`config.mk`:
```
export PLATFORM = sky130hd
export DESIGN_NAME = alu_share_arb_flat
export DESIGN_NICKNAME = d
export VERILOG_FILES = /design/src/rtl/alu_share_arb_pkg.sv /design/src/rtl/alu_share_arb_if.sv /design/src/rtl/alu_share_arb_rr_arb2.sv /design/src/rtl/alu_share_arb.sv /design/src/flat_wrapper.sv
export SDC_FILE = /design/constraint.sdc
export NUM_CORES = 1
export LEC_CHECK = 0
export BUFFER_PORTS_ARGS = -buffer_cell sky130_fd_sc_hd__buf_2
export CELL_PAD_IN_SITES_DETAIL_PLACEMENT = 1
export CELL_PAD_IN_SITES_GLOBAL_PLACEMENT = 2
export CORE_AREA = 4 4 238 240
export DETAILED_ROUTE_END_ITERATION = 10
export DIE_AREA = 0 0 242 244
export GPL_TIMING_DRIVEN = 0
export PLACE_DENSITY_LB_ADDON = 0.1
export SETUP_SLACK_MARGIN = 0.15
export SYNTH_ARGS = -nofsm -noshare
export SYNTH_HDL_FRONTEND = slang
export SYNTH_SLANG_ARGS = --single-unit
```
`constraint.sdc`:
```
create_clock -name clk -period 6.7 [get_ports clk]
set_input_delay 1.34 -clock clk [delete_from_list [all_inputs] [get_ports clk]]
set_output_delay 1.34 -clock clk [all_outputs]
set_load 0.02 [all_outputs]
```
`src/rtl/alu_share_arb_pkg.sv`:
```
`default_nettype none
// +----------------------------------------------------------------------+
// | Package     : alu_share_arb_pkg                                      |
// | Description : ALU opcode classes, full opcode encodings and default  |
// |               datapath width shared by the ALU arbiter slice.        |
// | Revision    : 1.0 - initial release                                  |
// +----------------------------------------------------------------------+
package alu_share_arb_pkg;

  // Default operand/result width (matches REG_BUS)
  localparam int ALU_XLEN_DEF = 64;

  // Opcode class field, aluop[3:2]
  localparam logic [1:0] ALU_CLS_ARTH  = 2'b00;
  localparam logic [1:0] ALU_CLS_LOGIC = 2'b01;
  localparam logic [1:0] ALU_CLS_SHIFT = 2'b10;
  localparam logic [1:0] ALU_CLS_COMP  = 2'b11;

  // Full opcodes: bit[0] = sub / shift-right, bit[1] = arithmetic shift / unsigned compare
  localparam logic [3:0] ALU_ADD  = {ALU_CLS_ARTH,  2'b00};
  localparam logic [3:0] ALU_SUB  = {ALU_CLS_ARTH,  2'b01};
  localparam logic [3:0] ALU_XOR  = {ALU_CLS_LOGIC, 2'b00};
  localparam logic [3:0] ALU_OR   = {ALU_CLS_LOGIC, 2'b01};
  localparam logic [3:0] ALU_AND  = {ALU_CLS_LOGIC, 2'b10};
  localparam logic [3:0] ALU_SLL  = {ALU_CLS_SHIFT, 2'b00};
  localparam logic [3:0] ALU_SRL  = {ALU_CLS_SHIFT, 2'b01};
  localparam logic [3:0] ALU_SRA  = {ALU_CLS_SHIFT, 2'b11};
  localparam logic [3:0] ALU_SLT  = {ALU_CLS_COMP,  2'b00};
  localparam logic [3:0] ALU_SLTU = {ALU_CLS_COMP,  2'b10};

endpackage
`default_nettype wire

```
`src/rtl/alu_share_arb_if.sv`:
```
`default_nettype none
// +----------------------------------------------------------------------+
// | Interface   : alu_share_arb_if                                       |
// | Description : One requester's request + response channels toward    |
// |               the shared ALU arbiter.                                |
// | Revision    : 1.0 - initial release                                  |
// +----------------------------------------------------------------------+
interface alu_share_arb_if #(
  parameter int XLEN  = 64,
  parameter int TAG_W = 4
);
  logic             req_valid;
  logic             req_ready;
  logic [3:0]       aluop;
  logic [XLEN-1:0]  op1;
  logic [XLEN-1:0]  op2;
  logic [TAG_W-1:0] tag;
  logic             rsp_valid;
  logic             rsp_ready;
  logic [XLEN-1:0]  result;
  logic             eq;
  logic             less;
  logic [TAG_W-1:0] rsp_tag;

  // Requester side
  modport master (
    output req_valid, aluop, op1, op2, tag, rsp_ready,
    input  req_ready, rsp_valid, result, eq, less, rsp_tag
  );

  // Arbiter side
  modport slave (
    input  req_valid, aluop, op1, op2, tag, rsp_ready,
    output req_ready, rsp_valid, result, eq, less, rsp_tag
  );
endinterface
`default_nettype wire

```
`src/rtl/alu_share_arb_rr_arb2.sv`:
```
`default_nettype none
// +----------------------------------------------------------------------+
// | Module      : rr_arb2                                                |
// | Description : 2-way round-robin arbiter. Grant is combinational,    |
// |               one-hot or zero; on a tie the requester not granted   |
// |               most recently wins. No grant while rst is high.       |
// | Revision    : 1.0 - initial release                                  |
// +----------------------------------------------------------------------+
module rr_arb2 (
  input  logic       clk,
  input  logic       rst,
  input  logic [1:0] eligible_i,
  output logic [1:0] grant_o
);

  // Index of the most recent winner; reset to 1 so requester 0 wins the first tie
  logic last_grant_q;
  logic last_grant_d;

  // Grant selection and last-winner bookkeeping
  always_comb begin
    grant_o      = 2'b00;
    last_grant_d = last_grant_q;
    if (!rst) begin
      unique case (eligible_i)
        2'b01:   grant_o = 2'b01;
        2'b10:   grant_o = 2'b10;
        2'b11:   grant_o = last_grant_q ? 2'b01 : 2'b10;
        default: grant_o = 2'b00;
      endcase
      if (grant_o != 2'b00) last_grant_d = grant_o[1];
    end
  end

  // Remember the winner only when a grant actually happens
  always_ff @(posedge clk) begin
    if (rst) last_grant_q <= 1'b1;
    else     last_grant_q <= last_grant_d;
  end

endmodule
`default_nettype wire

```
`src/rtl/alu_share_arb.sv`:
```
`default_nettype none
// +----------------------------------------------------------------------+
// | Module      : alu_share_arb                                          |
// | Description : Shares one integer ALU between EX issue (r0) and the  |
// |               branch/AGU helper (r1). Round-robin issue, operands   |
// |               driven combinationally, ALU outputs captured into a   |
// |               one-entry response buffer per requester.              |
// | Options     : ALU_SHARE_ARB_STATS_EN adds grant/conflict counters.  |
// | Revision    : 1.0 - initial release                                  |
// +----------------------------------------------------------------------+
module alu_share_arb
  import alu_share_arb_pkg::*;
#(
  parameter int XLEN  = ALU_XLEN_DEF,
  parameter int TAG_W = 4
) (
  input  logic            clk,
  input  logic            rst,
  alu_share_arb_if.slave  r0,
  alu_share_arb_if.slave  r1,
  output logic [3:0]      alu_aluop,
  output logic [XLEN-1:0] alu_op1,
  output logic [XLEN-1:0] alu_op2,
  input  logic [XLEN-1:0] alu_result,
  input  logic            alu_eq,
  input  logic            alu_less
`ifdef ALU_SHARE_ARB_STATS_EN
  ,
  output logic [31:0]     stat_grant0,
  output logic [31:0]     stat_grant1,
  output logic [31:0]     stat_conflict
`endif
);

  logic [1:0]       req_valid_w;
  logic [1:0]       rsp_ready_w;
  logic [1:0]       eligible_w;
  logic [1:0]       grant_w;

  logic [1:0]       rsp_valid_q;
  logic [1:0]       rsp_valid_d;
  logic [XLEN-1:0]  result_q [2];
  logic [1:0]       eq_q;
  logic [1:0]       less_q;
  logic [TAG_W-1:0] tag_q    [2];

  assign req_valid_w = {r1.req_valid, r0.req_valid};
  assign rsp_ready_w = {r1.rsp_ready, r0.rsp_ready};

  // A buffer can take a new result when empty or being drained this cycle
  assign eligible_w = req_valid_w & (~rsp_valid_q | rsp_ready_w);

  rr_arb2 u_arb (
    .clk        (clk),
    .rst        (rst),
    .eligible_i (eligible_w),
    .grant_o    (grant_w)
  );

  assign r0.req_ready = grant_w[0];
  assign r1.req_ready = grant_w[1];

  // Operand mux toward the shared ALU; idle bus is all zeros
  always_comb begin
    alu_aluop = 4'h0;
    alu_op1   = '0;
    alu_op2   = '0;
    if (grant_w[0]) begin
      alu_aluop = r0.aluop;
      alu_op1   = r0.op1;
      alu_op2   = r0.op2;
    end else if (grant_w[1]) begin
      alu_aluop = r1.aluop;
      alu_op1   = r1.op1;
      alu_op2   = r1.op2;
    end
  end

  // Buffer occupancy: fill on grant, otherwise empty when the requester drains
  always_comb begin
    rsp_valid_d = rsp_valid_q;
    for (int i = 0; i < 2; i++) begin
      if (grant_w[i])          rsp_valid_d[i] = 1'b1;
      else if (rsp_ready_w[i]) rsp_valid_d[i] = 1'b0;
    end
  end

  // Response buffers: capture the ALU outputs and the winner's tag on a grant
  always_ff @(posedge clk) begin
    if (rst) begin
      rsp_valid_q <= 2'b00;
      eq_q        <= 2'b00;
      less_q      <= 2'b00;
      for (int i = 0; i < 2; i++) begin
        result_q[i] <= '0;
        tag_q[i]    <= '0;
      end
    end else begin
      rsp_valid_q <= rsp_valid_d;
      for (int i = 0; i < 2; i++) begin
        if (grant_w[i]) begin
          result_q[i] <= alu_result;
          eq_q[i]     <= alu_eq;
          less_q[i]   <= alu_less;
          tag_q[i]    <= (i == 0) ? r0.tag : r1.tag;
        end
      end
    end
  end

  assign r0.rsp_valid = rsp_valid_q[0];
  assign r0.result    = result_q[0];
  assign r0.eq        = eq_q[0];
  assign r0.less      = less_q[0];
  assign r0.rsp_tag   = tag_q[0];
  assign r1.rsp_valid = rsp_valid_q[1];
  assign r1.result    = result_q[1];
  assign r1.eq        = eq_q[1];
  assign r1.less      = less_q[1];
  assign r1.rsp_tag   = tag_q[1];

`ifdef ALU_SHARE_ARB_STATS_EN
  logic [31:0] stat_grant0_q;
  logic [31:0] stat_grant1_q;
  logic [31:0] stat_conflict_q;

  // Free-running wrap-around usage counters
  always_ff @(posedge clk) begin
    if (rst) begin
      stat_grant0_q   <= '0;
      stat_grant1_q   <= '0;
      stat_conflict_q <= '0;
    end else begin
      if (grant_w[0])         stat_grant0_q   <= stat_grant0_q + 32'd1;
      if (grant_w[1])         stat_grant1_q   <= stat_grant1_q + 32'd1;
      if (&req_valid_w)       stat_conflict_q <= stat_conflict_q + 32'd1;
    end
  end

  assign stat_grant0   = stat_grant0_q;
  assign stat_grant1   = stat_grant1_q;
  assign stat_conflict = stat_conflict_q;
`endif

endmodule
`default_nettype wire

```
`src/flat_wrapper.sv`:
```
// flat-port wrapper written by rule: the top's interface ports become plain ports
module alu_share_arb_flat import alu_share_arb_pkg::*;
#(
  parameter int XLEN  = ALU_XLEN_DEF,
  parameter int TAG_W = 4
)
  (clk, rst, alu_aluop, alu_op1, alu_op2, alu_result, alu_eq, alu_less, r0_req_valid, r0_aluop, r0_op1, r0_op2, r0_tag, r0_rsp_ready, r0_req_ready, r0_rsp_valid, r0_result, r0_eq, r0_less, r0_rsp_tag, r1_req_valid, r1_aluop, r1_op1, r1_op2, r1_tag, r1_rsp_ready, r1_req_ready, r1_rsp_valid, r1_result, r1_eq, r1_less, r1_rsp_tag);
  alu_share_arb_if #(.XLEN(XLEN), .TAG_W(TAG_W)) r0_i ();
  alu_share_arb_if #(.XLEN(XLEN), .TAG_W(TAG_W)) r1_i ();
  input  logic clk;
  input  logic rst;
  output logic [3:0] alu_aluop;
  output logic [XLEN-1:0] alu_op1;
  output logic [XLEN-1:0] alu_op2;
  input  logic [XLEN-1:0] alu_result;
  input  logic alu_eq;
  input  logic alu_less;
  input wire logic [$bits(r0_i.req_valid)-1:0] r0_req_valid;
  input wire logic [$bits(r0_i.aluop)-1:0] r0_aluop;
  input wire logic [$bits(r0_i.op1)-1:0] r0_op1;
  input wire logic [$bits(r0_i.op2)-1:0] r0_op2;
  input wire logic [$bits(r0_i.tag)-1:0] r0_tag;
  input wire logic [$bits(r0_i.rsp_ready)-1:0] r0_rsp_ready;
  output wire logic [$bits(r0_i.req_ready)-1:0] r0_req_ready;
  output wire logic [$bits(r0_i.rsp_valid)-1:0] r0_rsp_valid;
  output wire logic [$bits(r0_i.result)-1:0] r0_result;
  output wire logic [$bits(r0_i.eq)-1:0] r0_eq;
  output wire logic [$bits(r0_i.less)-1:0] r0_less;
  output wire logic [$bits(r0_i.rsp_tag)-1:0] r0_rsp_tag;
  input wire logic [$bits(r1_i.req_valid)-1:0] r1_req_valid;
  input wire logic [$bits(r1_i.aluop)-1:0] r1_aluop;
  input wire logic [$bits(r1_i.op1)-1:0] r1_op1;
  input wire logic [$bits(r1_i.op2)-1:0] r1_op2;
  input wire logic [$bits(r1_i.tag)-1:0] r1_tag;
  input wire logic [$bits(r1_i.rsp_ready)-1:0] r1_rsp_ready;
  output wire logic [$bits(r1_i.req_ready)-1:0] r1_req_ready;
  output wire logic [$bits(r1_i.rsp_valid)-1:0] r1_rsp_valid;
  output wire logic [$bits(r1_i.result)-1:0] r1_result;
  output wire logic [$bits(r1_i.eq)-1:0] r1_eq;
  output wire logic [$bits(r1_i.less)-1:0] r1_less;
  output wire logic [$bits(r1_i.rsp_tag)-1:0] r1_rsp_tag;
  assign r0_i.req_valid = r0_req_valid;
  assign r0_i.aluop = r0_aluop;
  assign r0_i.op1 = r0_op1;
  assign r0_i.op2 = r0_op2;
  assign r0_i.tag = r0_tag;
  assign r0_i.rsp_ready = r0_rsp_ready;
  assign r0_req_ready = r0_i.req_ready;
  assign r0_rsp_valid = r0_i.rsp_valid;
  assign r0_result = r0_i.result;
  assign r0_eq = r0_i.eq;
  assign r0_less = r0_i.less;
  assign r0_rsp_tag = r0_i.rsp_tag;
  assign r1_i.req_valid = r1_req_valid;
  assign r1_i.aluop = r1_aluop;
  assign r1_i.op1 = r1_op1;
  assign r1_i.op2 = r1_op2;
  assign r1_i.tag = r1_tag;
  assign r1_i.rsp_ready = r1_rsp_ready;
  assign r1_req_ready = r1_i.req_ready;
  assign r1_rsp_valid = r1_i.rsp_valid;
  assign r1_result = r1_i.result;
  assign r1_eq = r1_i.eq;
  assign r1_less = r1_i.less;
  assign r1_rsp_tag = r1_i.rsp_tag;
  alu_share_arb #(.XLEN(XLEN), .TAG_W(TAG_W)) u_core (.clk(clk), .rst(rst), .r0(r0_i), .r1(r1_i), .alu_aluop(alu_aluop), .alu_op1(alu_op1), .alu_op2(alu_op2), .alu_result(alu_result), .alu_eq(alu_eq), .alu_less(alu_less));
endmodule
```
# Word level (Yosys, flattened, before mapping)
# Memories as Yosys holds them, arrays and structs flattened.
# Cells that the tools add are included.
dict set report word_totals {
  input_bits 344
  memories 2
  reg_bits 7
  output_inout_bits 276
  ram_bits 136
}
dict set report op_classes {
  n_eq_ne 3
  muxes 26
  bitwise 7
  reduce_logical 3
}
# name depth width rd rd_ports_with_merged_regs write_ports line_no
set memory_table {}
lappend memory_table {u_core.result_q 2 64 2 0 2 alu_share_arb.sv:42} ;# logic [XLEN-1:0] result_q [2];
lappend memory_table {u_core.tag_q 2 4 2 0 2 alu_share_arb.sv:45} ;# logic [TAG_W-1:0] tag_q [2];
# operator n
set op_table {}
lappend op_table {{$mux W64} 6}
lappend op_table {{$mux W4} 4}
lappend op_table {{$mux W1} 12}
lappend op_table {{$mux W2} 3}
lappend op_table {{$pmux W2 S3} 1}
lappend op_table {{$reduce_bool A2 Y1} 3}
lappend op_table {{$eq A2 B2 Y1 const B} 2}
lappend op_table {{$or A1 B1 Y1} 4}
lappend op_table {{$and A2 B2 Y2} 1}
lappend op_table {{$eq A2 B1 Y1 const B} 1}
lappend op_table {{$not A2 Y2} 1}
lappend op_table {{$or A2 B2 Y2} 1}

# Depth between registers and ports, before layout
dict set report logic_depth {
  ltp_word 11
  ltp_mapped 5
  ltp_nobuf 3
}

# Hierarchy
# From an unflattened synthesis, not the netlist that was laid out.
dict set report hier_totals {
  cells_unflattened 412
  area_unflattened_um2 6239.7
}
# mod cells_per_inst seq_area_each_um2 instances area_per_inst_um2
set by_module_without_submodules {}
lappend by_module_without_submodules {alu_share_arb 405 4204.0 1 6182.2}
lappend by_module_without_submodules {rr_arb2 7 20.0 1 57.6}

# Least setup slack after synthesis
# No wires, ideal clock.
dict set report synth_timing {
  path_type {input -> register}
  startpoint {input rst}
  endpoint {memory u_core.result_q[0][0] (enable)}
  path_stages 4
  path_slack_ns 2.588
  n_path_buf 3
  arrival_time_ns 3.675
  setup_ns 0.437
  path_cell_list {buf_2 -> clkbuf_1 -> clkbuf_1 -> nand2b_1}
}
# item line_no
set synth_rtl {}
lappend synth_rtl {{start, declared} flat_wrapper.sv:11} ;# input logic rst;
lappend synth_rtl {{end, declared} alu_share_arb.sv:42}

# Worst setup path after layout
dict set report layout_timing {
  startpoint {input r0_rsp_ready}
  endpoint {output alu_op2[13]}
}
dict set report layout_between {
  elab_chain_cells 8
}
# item line_no
set layout_rtl {}
lappend layout_rtl {{start, declared} flat_wrapper.sv:23} ;# input wire logic [$bits(r0_i.rsp_ready)-1:0] r0_rsp_ready;
lappend layout_rtl {{$or A2 B2 Y2 *} alu_share_arb.sv:51} ;# assign eligible_w = req_valid_w & (~rsp_valid_q | rsp_ready_w);
lappend layout_rtl {{$and A2 B2 Y2 *} alu_share_arb.sv:51}
lappend layout_rtl {{$eq A2 B2 Y1 / $eq A2 B1 Y1 (equally long branches)} alu_share_arb_rr_arb2.sv:25} ;# unique case (eligible_i)
lappend layout_rtl {{$pmux W2 S3 *} alu_share_arb_rr_arb2.sv:25}
lappend layout_rtl {{$mux W2 * (2 in series)} alu_share_arb_rr_arb2.sv:24} ;# if (!rst) begin
lappend layout_rtl {{$mux W64} alu_share_arb.sv:72} ;# end else if (grant_w[1]) begin
lappend layout_rtl {{$mux W64 *} alu_share_arb.sv:68} ;# if (grant_w[0]) begin
lappend layout_rtl {{end, declared} flat_wrapper.sv:14} ;# output logic [XLEN-1:0] alu_op2;
# Mark *: on every way between the ends. The rest lies on a longest branch, timed or not. The select of a mux whose other input is x is not followed.

==> results.sh <==
export IMPL_slowest_delay_ps=380
export IMPL_fmax_mhz=220.4
export IMPL_insertion_delay_ps=430
export IMPL_crit_end="alu_op2[13]"
export IMPL_hold_path_startpoint="u_core.eq_q[0]$_SDFFE_PP0P_"
export IMPL_root_buffer="clkbuf_16"
export IMPL_grt_max_degree=48
export IMPL_comb_power_share=0.270
export IMPL_wirelength_microns=48870
export IMPL_rsz0062_at_grt="no"
export IMPL_yosys_most_used_dff="edfxtp_1"
export IMPL_pwr_share_seq=0.397
export IMPL_worst_path_max_delay_cell="o32ai_1"
export IMPL_sw_frac_of_total=0.3294
export IMPL_dp_hpwl_microns=40680
export IMPL_layout_drive_gt1_share=0.4942
export IMPL_gp_congestion=0.8537
export IMPL_ff2ff_setup_slack_ps=4250
export IMPL_startpoint="r0_rsp_ready"
export IMPL_grt_pass1_vias=9198
export IMPL_p_int_mw=1.842
export IMPL_postCtsSetupBuffers=0
export IMPL_core_sq_um=54660
export IMPL_async_flop_share=0
export IMPL_port_buffers=618
export IMPL_die_y_microns=244
export IMPL_drc=0
export IMPL_syn_inst=716
export IMPL_start_util=0.1422
export IMPL_ios=620
export IMPL_hold_violations=0
export IMPL_fill_cells=6497
export IMPL_synth_edf_count=136
export IMPL_antenna_found_initial=29
export IMPL_synth_most_common_cell="nand2b_1"
export IMPL_path_cells="buf_2, nor2b_1, o211ai_2, buf_2, buf_2, o32ai_1, buf_2"
export IMPL_clock_sinks=143
export IMPL_route_antenna_remaining_nets=0
export IMPL_maxSlewViolCount=0
export IMPL_vias=8300
export IMPL_avgRoutedWirePerCell_microns=23.46
export IMPL_period_minus_slack_ps=4537
export IMPL_hold_slack_ps=470.2
export IMPL_maxCapViolations=0
export IMPL_ctsResizeCount=0
export IMPL_drtIter0Drc=303
export IMPL_slew_headroom=0.5272
export IMPL_r2r_cells=5
export IMPL_rr_endpoint="u_core.result_q[0][74]$_DFFE_PP_"
export IMPL_netlist_top_cells_area="edfxtp_1 (53%), o32ai_1 (15%), nand2b_1 (12%), nor3b_1 (7.0%), inv_1 (6.4%)"
export IMPL_dr_pass1_iters=4
export IMPL_num_rows=86
export IMPL_vias_per_cell=3.985
export IMPL_syn_nets=1060
export IMPL_fp_dieArea_sq_um=59050
export IMPL_overflow=0
export IMPL_ys_seq_area_frac=0.5434
export IMPL_fp_dieW_microns=242
export IMPL_switching_power_uw=904.8
export IMPL_cp_required_ps=5360
export IMPL_path_common_cell="buf_2"
export IMPL_crit_path_max_fanout=10
export IMPL_area_growth_pct=59.57
export IMPL_h_tree_depth=4
export IMPL_cts_tree="done"
export IMPL_netlist_area_sq_um=7774
export IMPL_critPathKind="input pin to primary output"
export IMPL_ys_warn_count=0
export IMPL_p_clk_frac=0.332
export IMPL_holdBufCountCts=0
export IMPL_peakVddDrop_mv=0.1437
export IMPL_grt_pass1_wl_microns=68400
export IMPL_status="finished clean"
export IMPL_min_path_type="flop to flop"
export IMPL_yosysUniqueCellTypes=20
export IMPL_finalSetupViolations=0
export IMPL_syn_avg_cell_area_sq_um=10.86
export IMPL_seq_area_sq_um=4224
export IMPL_worstPathArrival_ps=3200
export IMPL_end_kind="primary output"
export IMPL_clk_pin_slew_ps=60
export IMPL_final_setup_tns_ps=0
export IMPL_cts_buffer_depth=2
export IMPL_fin_nets=1699
export IMPL_startpoint_type="input pin"
export IMPL_track_usage=0.1589
export IMPL_yosysTopAreaCell="edfxtp_1"
export IMPL_cts_buffers=17
export IMPL_multi_input_area_sq_um=2755
export IMPL_clock_skew_ps=6.697
export IMPL_ys_ff_latch=143
export IMPL_worst_pin_slew_ps=709.2
export IMPL_finalCritPeriodShare=0.6772
export IMPL_p_leak_nw=5.960
export IMPL_synth_top_area_share=0.5254
export IMPL_reg2reg_from="u_core.rsp_valid_q[0]$_SDFFE_PP0P_"
export IMPL_synth_common_cells="nand2b_1 (143), edfxtp_1 (136), inv_1 (132), o32ai_1 (132), nor3b_1 (72)"
export IMPL_p_per_area_nw_per_um2=221.5
[metal layers]
layer / GRT usage / vias up / part of all wire
li1: - / 3892 / -
met1: 0.1708 / 3970 / 0.37
met2: 0.3025 / 364 / 0.53
met3: 0.05757 / 58 / 0.077
met4: 0.02646 / 16 / 0.013
met5: 0 / - / 0.0022
[flip-flops by register name (all words and copies together), names as in the netlist]
| register | flops |
|---|---|
| u_core.result_q | 128 |
| u_core.tag_q | 8 |
| u_core.eq_q | 2 |
| u_core.less_q | 2 |
| u_core.rsp_valid_q | 2 |
| u_core.u_arb.last_grant_q | 1 |
[layout make-up]
type / instances / share of cell area
Antenna cell: 11 / 0.002219
Inverter: 132 / 0.03994
Multi-Input combinational cell: 367 / 0.2221
Timing Repair Buffer: 620 / 0.2538
Clock inverter: 14 / 0.01049
Clock buffer: 18 / 0.03460
Sequential cell: 143 / 0.3405
Buffer: 74 / 0.02532
Tap cell: 704 / 0.07101
[logic make-up after synthesis]
family                 Yosys count  share of synthesized area
AOI/OAI and AO/OA              141                     0.1585
DFF                            143                     0.5434
buffers and inverters          206                     0.1041
muxes                            4                   0.005151
and+or+nand+nor                222                     0.1888
[placed cells by master, fill, tap and decap left out]
cell / Yosys / layout
nor2_1: 2 / 2
mux2i_1: 4 / 4
o211ai_2: 2 / 2
nand2_1: 2 / 2
a21oi_1: 2 / 2
clkinvlp_4: 0 / 1
diode_2: 0 / 11
bufinv_16: 0 / 1
o21ai_0: 2 / 2
nor3b_1: 72 / 72
o211a_1: 1 / 1
nor2b_1: 2 / 2
clkbuf_1: 53 / 54
edfxtp_1: 136 / 136
clkinv_1: 0 / 1
clkinv_2: 0 / 2
a22oi_2: 1 / 1
clkinv_4: 0 / 3
buf_2: 17 / 635
buf_4: 4 / 4
dfxtp_1: 7 / 7
a211o_1: 1 / 1
o32ai_1: 132 / 132
nand2b_4: 0 / 2
clkbuf_16: 0 / 17
nand2b_1: 143 / 141
buf_16: 0 / 2
inv_6: 0 / 6
nor3_1: 1 / 1
inv_1: 132 / 132
[power by group through the flow]
stage / clock [mW] / sequential (mW) / combinational, mW
floorplan: 0 / 1.22 / 0.282
detailed placement: 0 / 1.11 / 0.763
CTS: 0.953 / 1.09 / 0.765
finish: 0.913 / 1.09 / 0.743
global placement: 0 / 1.12 / 0.761
global route: 0.988 / 1.10 / 0.807
[through the flow]
step / setup slack, ps / util / cells / power [mW] / cell area, sq um
2_1_floorplan: 2588 / - / 716 / 1.502 / 7774
3_3_place_gp: 345.5 / 0.2149 / 2038 / 1.880 / 11750
3_5_place_dp: 2031 / 0.2162 / 2040 / 1.875 / 11820
4_1_cts: 2024 / 0.2264 / 2072 / 2.812 / 12380
5_1_grt: 1951 / 0.2266 / 2075 / 2.895 / 12380
6_report: 2163 / 0.2269 / 2083 / 2.747 / 12400
[worst max-delay path, delay by kind of cell]
kind                   cells  cell delay [ps]
AND/OR/NAND/NOR            1              220
buffers and inverters      4              940
AO/OA/AOI/OAI              2              690
[worst min path at each step]
stage                                             endpoint  cells after the start
floorplan           u_core.u_arb.last_grant_q$_SDFFE_PP1P_                      1
global placement               u_core.eq_q[1]$_SDFFE_PP0P_                      2
detailed placement             u_core.eq_q[0]$_SDFFE_PP0P_                      2
CTS                            u_core.eq_q[0]$_SDFFE_PP0P_                      2
global route                 u_core.less_q[1]$_SDFFE_PP0P_                      2
finish                         u_core.eq_q[0]$_SDFFE_PP0P_                      2
(Power assumes the default switching activity.)
